## config.mk

```make
export PLATFORM = sky130hd
export DESIGN_NAME = input_port_param
export DESIGN_NICKNAME = d
export VERILOG_FILES = /design/src/rtl/input_port_param_pkg.sv /design/src/rtl/input_port_param_vc_buffer.sv /design/src/rtl/input_port_param.sv
export SDC_FILE = /design/constraint.sdc
export NUM_CORES = 1
export LEC_CHECK = 0
export ABC_CLOCK_PERIOD_IN_PS = 3630
export BUFFER_PORTS_ARGS = -buffer_cell sky130_fd_sc_hd__buf_4
export CORE_AREA = 8 8 266 268
export DETAILED_ROUTE_END_ITERATION = 10
export DIE_AREA = 0 0 274 276
export GPL_TIMING_DRIVEN = 0
export PLACE_DENSITY = 0.48
export SYNTH_ARGS = -nofsm -noshare
export SYNTH_HDL_FRONTEND = slang
export SYNTH_HIERARCHICAL = 1
export SYNTH_SLANG_ARGS = --single-unit
export TNS_END_PERCENT = 50
```

## constraint.sdc

```tcl
create_clock -name clk -period 3.63 [get_ports clk]
set_input_delay 0.363 -clock clk [delete_from_list [all_inputs] [get_ports clk]]
set_output_delay 0.363 -clock clk [all_outputs]
set_load 0.005 [all_outputs]
```

## src/rtl/input_port_param_pkg.sv

```systemverilog
// Shared network types and constants for the router input port: flit format,
// port encoding, flow-control mode encodings and per-VC packet tracker states.
package input_port_param_pkg;

  localparam int PORT_NUM         = 5;
  localparam int VC_PER_PORT      = 4;
  localparam int QUEUE_LEN_PER_VC = 4;
  localparam int VC_ID_W          = 3;
  localparam int PAYLOAD_W        = 16;

  localparam int FC_ON_OFF = 0;
  localparam int FC_CREDIT = 1;

  typedef logic [2:0] port_t;

  typedef enum logic [1:0] {
    HEADER = 2'd0,
    BODY   = 2'd1,
    TAIL   = 2'd2,
    HT     = 2'd3
  } flit_type_e;

  typedef struct packed {
    flit_type_e           flit_type;
    logic [VC_ID_W-1:0]   vc_id;
    port_t                next_hop_port;
  } header_t;

  typedef struct packed {
    header_t              header;
    logic [PAYLOAD_W-1:0] payload;
  } flit_t;

  typedef enum logic {
    TRK_IDLE = 1'b0,
    TRK_OPEN = 1'b1
  } trk_state_e;

  function automatic logic [PORT_NUM-1:0] port_onehot(input port_t p);
    return PORT_NUM'(1) << p;
  endfunction

endpackage

```

## src/rtl/input_port_param_vc_buffer.sv

```systemverilog
// One virtual channel: show-ahead flit FIFO, route queue of next-hop ports,
// occupancy counter, packet-sequence tracker and flow-control generation.
module vc_buffer
  import input_port_param_pkg::*;
#(
  parameter int DEPTH         = QUEUE_LEN_PER_VC,
  parameter int FC_MODE       = FC_ON_OFF,
  parameter int ON_OFF_MARGIN = 1,
  localparam int PTR_W        = $clog2(DEPTH),
  localparam int CNT_W        = $clog2(DEPTH + 1)
) (
  input  logic                clk,
  input  logic                reset,
  input  logic                wr_en,
  input  flit_t               flit_in,
  input  logic                grant,
  input  logic                err_clear,
  output flit_t               flit_out,
  output logic [PORT_NUM-1:0] dest_port,
  output logic                empty,
  output logic [CNT_W-1:0]    occupancy,
  output logic                flow_ctrl,
  output logic                proto_err
);

  flit_t            r_mem   [DEPTH];
  port_t            r_route [DEPTH];
  logic [PTR_W-1:0] r_wr_ptr, r_rd_ptr, r_rt_wr_ptr, r_rt_rd_ptr;
  logic [CNT_W-1:0] r_count, r_rt_count;
  trk_state_e       r_state;
  logic             r_err;
  logic             r_credit;

  flit_type_e w_in_type, w_out_type;
  logic       w_full, w_deq, w_enq, w_overflow, w_is_head, w_seq_err;
  logic       w_rt_pop, w_rt_push, w_onoff;

  assign w_in_type  = flit_in.header.flit_type;
  assign w_out_type = r_mem[r_rd_ptr].header.flit_type;
  assign w_full     = (r_count == CNT_W'(DEPTH));
  assign empty      = (r_count == '0);
  assign w_deq      = grant & ~empty;
  // A full VC still accepts a write when the head leaves in the same cycle.
  assign w_enq      = wr_en & (~w_full | w_deq);
  assign w_overflow = wr_en & w_full & ~w_deq;
  assign w_is_head  = (w_in_type == HEADER) || (w_in_type == HT);
  assign w_seq_err  = w_enq & ((r_state == TRK_IDLE) ?
                               ((w_in_type == BODY) || (w_in_type == TAIL)) : w_is_head);
  assign w_rt_pop   = w_deq & ((w_out_type == TAIL) || (w_out_type == HT)) & (r_rt_count != '0);
  // Illegal sequences can push more routes than tails pop; never overrun the queue.
  assign w_rt_push  = w_enq & w_is_head & ((r_rt_count != CNT_W'(DEPTH)) | w_rt_pop);

  // NOTE: storage arrays are not reset; pointers and counts alone define which entries are valid.
  always_ff @(posedge clk) begin
    if (w_enq)     r_mem[r_wr_ptr]      <= flit_in;
    if (w_rt_push) r_route[r_rt_wr_ptr] <= flit_in.header.next_hop_port;
  end

  always_ff @(posedge clk or negedge reset) begin
    if (!reset) begin
      r_wr_ptr    <= '0;
      r_rd_ptr    <= '0;
      r_count     <= '0;
      r_rt_wr_ptr <= '0;
      r_rt_rd_ptr <= '0;
      r_rt_count  <= '0;
      r_state     <= TRK_IDLE;
      r_err       <= 1'b0;
      r_credit    <= 1'b0;
    end else begin
      if (w_enq)     r_wr_ptr    <= r_wr_ptr + PTR_W'(1);
      if (w_deq)     r_rd_ptr    <= r_rd_ptr + PTR_W'(1);
      if (w_rt_push) r_rt_wr_ptr <= r_rt_wr_ptr + PTR_W'(1);
      if (w_rt_pop)  r_rt_rd_ptr <= r_rt_rd_ptr + PTR_W'(1);
      r_count    <= r_count + CNT_W'(w_enq) - CNT_W'(w_deq);
      r_rt_count <= r_rt_count + CNT_W'(w_rt_push) - CNT_W'(w_rt_pop);

      if (w_enq) begin
        case (w_in_type)
          HEADER:   r_state <= TRK_OPEN;
          HT, TAIL: r_state <= TRK_IDLE;
          default:  r_state <= r_state;
        endcase
      end

      // A new error wins over a same-cycle clear.
      if (w_overflow || w_seq_err) r_err <= 1'b1;
      else if (err_clear)          r_err <= 1'b0;

      r_credit <= w_deq;
    end
  end

  assign w_onoff   = (r_count >= CNT_W'(DEPTH - ON_OFF_MARGIN));
  assign flow_ctrl = (FC_MODE == FC_CREDIT) ? r_credit : w_onoff;
  assign flit_out  = r_mem[r_rd_ptr];
  assign dest_port = (r_rt_count == '0) ? '0 : port_onehot(r_route[r_rt_rd_ptr]);
  assign occupancy = r_count;
  assign proto_err = r_err;

endmodule

```

## src/rtl/input_port_param.sv

```systemverilog
// Router input port: steers incoming flits to one of VC_NUM virtual-channel
// buffers by header.vc_id and exposes each VC's head flit, route and status.
module input_port_param
  import input_port_param_pkg::*;
#(
  parameter int VC_NUM        = VC_PER_PORT,
  parameter int DEPTH         = QUEUE_LEN_PER_VC,
  parameter int FC_MODE       = FC_ON_OFF,
  parameter int ON_OFF_MARGIN = 1,
  localparam int CNT_W        = $clog2(DEPTH + 1)
) (
  input  logic                             clk,
  input  logic                             reset,
  input  logic                             wr_en_in,
  input  flit_t                            flit_in,
  output logic [VC_NUM-1:0]                flow_ctrl_out,
  output flit_t [VC_NUM-1:0]               ip_flit_out,
  output logic [VC_NUM-1:0][PORT_NUM-1:0]  ip_dest_port,
  input  logic [VC_NUM-1:0]                sa_grant,
  output logic [VC_NUM-1:0]                ip_empty,
  output logic [VC_NUM-1:0][CNT_W-1:0]     vc_occupancy,
  output logic [VC_NUM-1:0]                proto_err,
  input  logic                             err_clear
);

  // A vc_id outside 0..VC_NUM-1 matches no buffer, so the flit is dropped.
  for (genvar i = 0; i < VC_NUM; i++) begin : g_vc
    logic w_sel;
    assign w_sel = wr_en_in && (flit_in.header.vc_id == VC_ID_W'(i));

    vc_buffer #(
      .DEPTH         (DEPTH),
      .FC_MODE       (FC_MODE),
      .ON_OFF_MARGIN (ON_OFF_MARGIN)
    ) u_vc_buffer (
      .clk       (clk),
      .reset     (reset),
      .wr_en     (w_sel),
      .flit_in   (flit_in),
      .grant     (sa_grant[i]),
      .err_clear (err_clear),
      .flit_out  (ip_flit_out[i]),
      .dest_port (ip_dest_port[i]),
      .empty     (ip_empty[i]),
      .occupancy (vc_occupancy[i]),
      .flow_ctrl (flow_ctrl_out[i]),
      .proto_err (proto_err[i])
    );
  end

endmodule

```

# --- After elaboration in Yosys (flattened, before gate mapping) ---
# Memory sizes are Yosys's and may differ from the RTL's.
# Index checks and enable logic that the tools add are counted.
classes:
  addsub: 32
  mul: 0
  div: 0
  n_lt_le_gt_ge: 4
  n_eq_ne: 22
  shift: 4
  mux: 30
  bitwise_logic: 56
  reduce_logical: 38
ops:
  columns: ["op", "count"]
  rows:
  - ["$and 1x1->1", 36]
  - ["$add 2x1->2 const B", 16]
  - ["$logic_not 3->1", 9]
  - ["$mux 1", 25]
  - ["$add 3x1->3", 8]
  - ["$sub 3x1->3", 8]
  - ["$eq 2x2->1 const B", 10]
  - ["$mux 5", 4]
  - ["$shl 1x3->5 const A", 4]
  - ["$eq 3x3->1 const B", 4]
  - ["$ge 3x2->1 const B", 4]
  - ["$ne 3x3->1 const B", 4]
  - ["$not 1->1", 12]
  - ["$reduce_bool 3->1", 4]
  - ["$logic_or 1x1->1", 10]
  - ["$reduce_bool 2->1", 5]
  - ["$or 1x1->1", 8]
  - ["$reduce_and 2->1", 4]
  - ["$eq 3x2->1 const B", 2]
  - ["$logic_and 1x1->1", 4]
  - ["$eq 3x1->1 const B", 1]
  - ["$eq 2x1->1 const B", 1]
  - ["$logic_not 2->1", 1]
  - ["$pmux 1 s2", 1]
  - ["$reduce_or 2->1", 1]
totals:
  register_bits: 64
  latch_bits: 0
  ram_bits: 432
  mem_bits_ro: 0
  in_bits: 32
  output_inout_bits: 140
  word_cells: 226
  memories: 8
memory_table:
  columns: ["name", "depth", "word_bits", "rd", "rd_clocked_by_memory_dff", "wr", "line_no", "text"]
  rows:
  - ["g_vc[0].u_vc_buffer.r_mem", 4, 24, 1, 0, 1, "input_port_param_vc_buffer.sv:26", "flit_t r_mem [DEPTH];"]
  - ["g_vc[1].u_vc_buffer.r_mem", 4, 24, 1, 0, 1, "input_port_param_vc_buffer.sv:26", null]
  - ["g_vc[2].u_vc_buffer.r_mem", 4, 24, 1, 0, 1, "input_port_param_vc_buffer.sv:26", null]
  - ["g_vc[3].u_vc_buffer.r_mem", 4, 24, 1, 0, 1, "input_port_param_vc_buffer.sv:26", null]
  - ["g_vc[0].u_vc_buffer.r_route", 4, 3, 1, 0, 1, "input_port_param_vc_buffer.sv:27", "port_t r_route [DEPTH];"]
  - ["g_vc[1].u_vc_buffer.r_route", 4, 3, 1, 0, 1, "input_port_param_vc_buffer.sv:27", null]
  - ["+2 memories", null, null, null, null, null, null, null]

# --- Depth between registers and ports, before layout ---
depth:
  word_depth: 9
  ltp_mapped: 13
  depth_no_buf: 12

# --- Modules after synthesis ---
# The synthesis kept the hierarchy.
by_module_without_submodules:
  columns: ["module", "n_inst", "cells_each", "area_each_um2", "seq_area_each_um2"]
  rows:
  - ["vc_buffer (g_vc[0].u_vc_buffer ...)", 3, 242, 4937.2, 3643.5]
  - ["vc_buffer (g_vc[3].u_vc_buffer)", 1, 243, 4946.0, 3643.5]
  - ["input_port_param", 1, 4, 50.0, 0.0]

# --- Worst setup path after synthesis ---
# OpenSTA, ideal clock, no wires.
synth_path:
  path_kind: "in2reg"
  from: "in flit_in[19] (netlist bit)"
  to: "reg g_vc[0].u_vc_buffer.r_rt_count[2]"
  setup_ns: 0.125
  arrival_time_ns: 2.647
  required_ns: 3.505
  path_slack_ns: 0.857
  stages: 13
  n_path_buf: 1
  cell_sequence: "nor4b_2 -> nor2b_1 -> clkbuf_1 -> inv_2 -> a311oi_4 -> inv_1 -> ha_1 -> inv_1 -> ha_1 -> inv_1 -> fa_1 -> xnor2_1 -> xnor2_1"
synth_between:
  elab_chain_len: 7
synth_rtl:
  columns: ["element", "line_no", "text"]
  rows:
  - ["start: declaration", "input_port_param.sv:15", "input flit_t flit_in,"]
  - ["$logic_not 3->1", "input_port_param.sv:29", "assign w_sel = wr_en_in && (flit_in.header.vc_id == VC_ID_W'(i));"]
  - ["$logic_and 1x1->1", "input_port_param.sv:29", null]
  - ["$and 1x1->1", "input_port_param_vc_buffer.sv:44", "assign w_enq = wr_en & (~w_full | w_deq);"]
  - ["$and 1x1->1 (2 in series)", "input_port_param_vc_buffer.sv:51", "assign w_rt_push = w_enq & w_is_head & ((r_rt_count != CNT_W'(DEPTH)) | w_rt_pop);"]
  - ["$add 3x1->3", "input_port_param_vc_buffer.sv:76", "r_rt_count <= r_rt_count + CNT_W'(w_rt_push) - CNT_W'(w_rt_pop);"]
  - ["$sub 3x1->3", "input_port_param_vc_buffer.sv:76", null]
  - ["end signal: assignment", "input_port_param_vc_buffer.sv:76", null]
  - ["end: declaration", "input_port_param_vc_buffer.sv:29", "logic [CNT_W-1:0] r_count, r_rt_count;"]
# No other way between the ends.
# A chain may end at the register's enable or synchronous reset.

# --- Final worst setup path ---
layout_path:
  from: "reg g_vc[2].u_vc_buffer.r_count[2]"
  to: "reg g_vc[2].u_vc_buffer.r_rt_count[2]"
layout_between:
  elab_chain_len: 9
  word_cells_on_any_way: 14
  classes_between: "add/sub (2); eq/ne (1); bitwise (10); reduce/logical (1)"
layout_rtl:
  columns: ["element", "line_no", "text"]
  rows:
  - ["start: declaration", "input_port_param_vc_buffer.sv:29", null]
  - ["start signal: assignment", "input_port_param_vc_buffer.sv:75", "r_count <= r_count + CNT_W'(w_enq) - CNT_W'(w_deq);"]
  - ["$logic_not 3->1", "input_port_param_vc_buffer.sv:41", "assign empty = (r_count == '0);"]
  - ["$not 1->1", "input_port_param_vc_buffer.sv:42", "assign w_deq = grant & ~empty;"]
  - ["$and 1x1->1", "input_port_param_vc_buffer.sv:42", null]
  - ["$or 1x1->1 / $and 1x1->1 (equally long branches)", "input_port_param_vc_buffer.sv:44, input_port_param_vc_buffer.sv:49", null]
  - ["$and 1x1->1, on equally long branches", "input_port_param_vc_buffer.sv:44, input_port_param_vc_buffer.sv:49", null]
  - ["$and 1x1->1 / $or 1x1->1 (equally long branches)", "input_port_param_vc_buffer.sv:51", null]
  - ["$and 1x1->1", "input_port_param_vc_buffer.sv:51", null]
  - ["$add 3x1->3", "input_port_param_vc_buffer.sv:76", null]
  - ["$sub 3x1->3 *", "input_port_param_vc_buffer.sv:76", null]
  - ["end signal: assignment", "input_port_param_vc_buffer.sv:76", null]
  - ["end: declaration", "input_port_param_vc_buffer.sv:29", null]
# Mark *: on every way between the ends. The rest lies on a longest branch, timed or not.

==> run_results.csv <==
group,metric,value,unit
place,place_hpwl,29.5,mm
clock_network,root_buffer,"clkbuf_16",
final_layout,area_delta_synth_final,21.6,%
final_layout,utilization,36.2,%
logic_synthesis,yosys_most_used_dff,"edfxtp_1",
outcome,status,"finished clean",
critical_path,critPathCaptureType,"register",
sta,rsz0062_at_grt,"no",
critical_path,ff2ff_path_depth,13,
power,pwr-share-comb,29.2,%
critical_path,path_class,"reg -> reg",
sta,hold_ws,0.0664,ns
critical_path,crit_path_frequent_cell,"inv_1",
power,internal-power,12.7,mW
place,dp_slack,0.264,ns
logic_synthesis,synth_edf_count,432,
sta,final.min_clock_period,3.06,ns
logic_synthesis,ys_warn_count,6,
power,total_power,17.8,mW
routing,totalWireLength,45.5,mm
global_routing,grt_max_degree,65,
clock_network,clockBufferDepth,3,
sta,setup_violations,0,
clock_network,htreeDepth,2,
die,start_util,29.8,%
logic_synthesis,postSynthCellCount,973,
power,p_leak,8.59,nW
clock_network,cts_tree,"yes",
logic_synthesis,seq_area_frac_synth,73.6,%
place,portBuffers,171,
power,ir_worst_vdd,0.000300,V
final_layout,insertedDiodeCount,0,
sta,tightest_slew,1.36,ns
final_layout,layout-drive-gt1-share,32.2,%
critical_path,startpoint_type,"register",
sta,fin_setup_tns,0,ns
power,clockPowerShare,31.0,%
final_layout,fin_cells,2120,
critical_path,worst_path_max_delay_cell,"a311oi_4",
routing,drtIter0Drc,596,
logic_synthesis,syn-num-nets,1077,
global_routing,grt_pass1_wl,67.5,mm
sta,fin_ws,0.567,ns
critical_path,path_delay_family,"adder cells",
global_routing,grt_pass1_vias,10200,
die,die_area,75600,um^2
sta,slew_violations,0,
sta,min_period_over_period,84.4,%
sta,hold_viol,0,
flow_run,cap_violations,0,
critical_path,worstPathRequired,4.15,ns
hold_path,hold_depth,2,
global_routing,grt_usage,11.9,%
global_routing,antenna_found_initial,2,
logic_synthesis,syn_area,19800,um^2
critical_path,crit_cells,13,
routing,avgRoutedWirePerCell,21.4,um
power,switching_share,28.8,%
routing,drc,0,
critical_path,cp_num_buf_inv,5,
power,power_density,741,nW/um^2
critical_path,critical_path.max_stage_delay,0.51,ns
clock_network,post_cts_buffers,0,
clock_network,cts_buffers,53,
final_layout,nNetsFinal,1307,
place,routabilityCongestion,0.691,
clock_network,clk_pin_slew,0.06,ns
sta,clock_skew,0.0124,ns
global_routing,gr-total-overflow,0,
logic_synthesis,yosys_register_bits,496,
place,dp.cells,2020,
sta,fmax,0.326,GHz
die,core,66600,um^2
critical_path,cp_max_fo,8,
logic_synthesis,syn_area_per_cell,20.4,um^2
power,power_frac_seq,39.8,%
die,die_w,274,um
logic_synthesis,async_flop_share,12.9,%
die,ios,172,
logic_synthesis,yosys.cell_types.count,39,
die,rows,95,
critical_path,worstPathCellList,"nor4b_1 > nor2b_1 > clkbuf_1 > inv_2 > a311oi_4 > inv_1 > ha_1 > inv_1 > ha_1 > inv_1 > fa_1 > xnor2_1 > xnor2_1",
hold_path,hp-class,"in -> reg",
routing,route.vias.total,9488,
die,die_h,276,um
clock_network,cts_sinks,496,
routing,vias_per_cell,4.48,
routing,firstDrtPassIters,4,
power,p_switching,5.14,mW
place,dpl_cell_area,22300,um^2
critical_path,worstPathArrival,3.58,ns
sta,max_slew_margin,9.45,%
final_layout,fin_area,24100,um^2
routing,final_antenna_net_count,0,
clock_network,clk_latency,0.60,ns
[state kept, by name (all words and copies together) (netlist names)]
signal and cells:
g_vc.u_vc_buffer/r_mem 384, g_vc.u_vc_buffer/r_rt_rd_ptr 8, g_vc.u_vc_buffer/r_route 48, g_vc.u_vc_buffer/r_state 4
g_vc.u_vc_buffer/occupancy 12, g_vc.u_vc_buffer/proto_err 4, g_vc.u_vc_buffer/r_rt_count 12, g_vc.u_vc_buffer/r_rt_wr_ptr 8
g_vc.u_vc_buffer/r_wr_ptr 8, g_vc.u_vc_buffer/r_rd_ptr 8
[cells by family (layout without fill, tap and decap cells)]
logic type,count (synthesis),in the layout,synth area share (%)
muxes,118,118,12.9
buffers and inverters,102,376,2.17
DFF,496,496,73.6
AOI/OAI and AO/OA,32,32,1.40
xor gates and xnor gates,40,40,1.77
adders and majority gates,72,72,4.85
and+or+nand+nor,113,113,3.28
[placed cells by master, fill, tap and decap left out, types with 13 or more instances in the layout]
cell type,n
clkbuf_16,53
nor3_1,13
and2_1,21
dfrtp_1,64
mux4_2,93
nand2_1,22
o21ai_0,20
clkbuf_1,24
inv_1,66
ha_1,64
buf_4,171
buf_2,14
xnor2_1,28
edfxtp_1,432
[metal layers]
layer	vias to the layer above	global-route usage, %	share of wire [%]
li1	4270	-	-
met2	186	19.6	49
met5	-	0	0.051
met4	4	3.27	2.1
met3	71	3.25	5.8
met1	4957	15.2	44
[repair_timing]
action	in CTS	in global routing
hold buffers	1	0
gates resized for setup	0	0
endpoints found under the hold margin	64	0
endpoints found under the setup margin	0	0
[final cells by class]
| class | instances | area [um^2] |
|---|---|---|
| clock inverter | 25 | 300 |
| clock buffer | 74 | 1500 |
| fill | 6281 | 42500 |
| sequential | 496 | 14600 |
| timing repair buffer | 175 | 1380 |
| multi-input combinational | 375 | 4820 |
| inverter | 70 | 263 |
| buffer | 32 | 168 |
| tap | 873 | 1090 |
[worst paths after layout]
check,from,end,slack (ns)
max in group asynchronous,reset,g_vc[3].u_vc_buffer/r_rd_ptr[1]$_DFFE_PN0N_,2.48
worst max-delay path,g_vc[2].u_vc_buffer/occupancy[2]$_DFF_PN0_,g_vc[2].u_vc_buffer/r_rt_count[2]$_DFF_PN0_,0.57
worst max register to register,g_vc[2].u_vc_buffer/occupancy[2]$_DFF_PN0_,g_vc[2].u_vc_buffer/r_rt_count[2]$_DFF_PN0_,0.57
min in group asynchronous,reset,g_vc[1].u_vc_buffer/r_rt_wr_ptr[0]$_DFFE_PN0P_,0.48
worst min register to register,g_vc[0].u_vc_buffer/proto_err$_DFFE_PN0P_,g_vc[0].u_vc_buffer/proto_err$_DFFE_PN0P_,0.53
worst min-delay path,err_clear,g_vc[2].u_vc_buffer/proto_err$_DFFE_PN0P_,0.07
[worst register-to-register path, stage by stage, from the launching register on]
cell and delay (ns):
dfrtp_1 0.43, nor4b_1 0.20, nor2b_1 0.12, clkbuf_1 0.28, inv_2 0.13, a311oi_4 0.51, inv_1 0.10, ha_1 0.30
inv_1 0.06, ha_1 0.13, inv_1 0.05, fa_1 0.38, xnor2_1 0.18, xnor2_1 0.13
[cell usage after synthesis, types with 8 or more instances]
library cell / n / share of area (%)
buf_2: 14 / 0.35
o21ai_0: 20 / 0.51
xor2_1: 12 / 0.53
edfxtp_1: 432 / 65
xnor2_1: 28 / 1.2
nor2_1: 12 / 0.23
dfrtp_1: 64 / 8.1
inv_1: 66 / 1.3
nand2_1: 22 / 0.42
mux4_1: 12 / 1.6
clkbuf_1: 12 / 0.23
and2_1: 32 / 1.0
fa_1: 8 / 0.81
ha_1: 64 / 4.0
nor3_1: 13 / 0.33
mux4_2: 93 / 11
[power by group through the flow]
stage,clock network (mW),logic (mW),registers [mW]
detailed placement,0,5.42,7.22
global route,5.93,5.79,7.17
CTS,5.73,5.44,7.11
finish,5.54,5.21,7.09
global placement,0,5.34,7.20
floorplan,0,3.03,7.13
No activity file was read; power rests on OpenSTA's default activity.
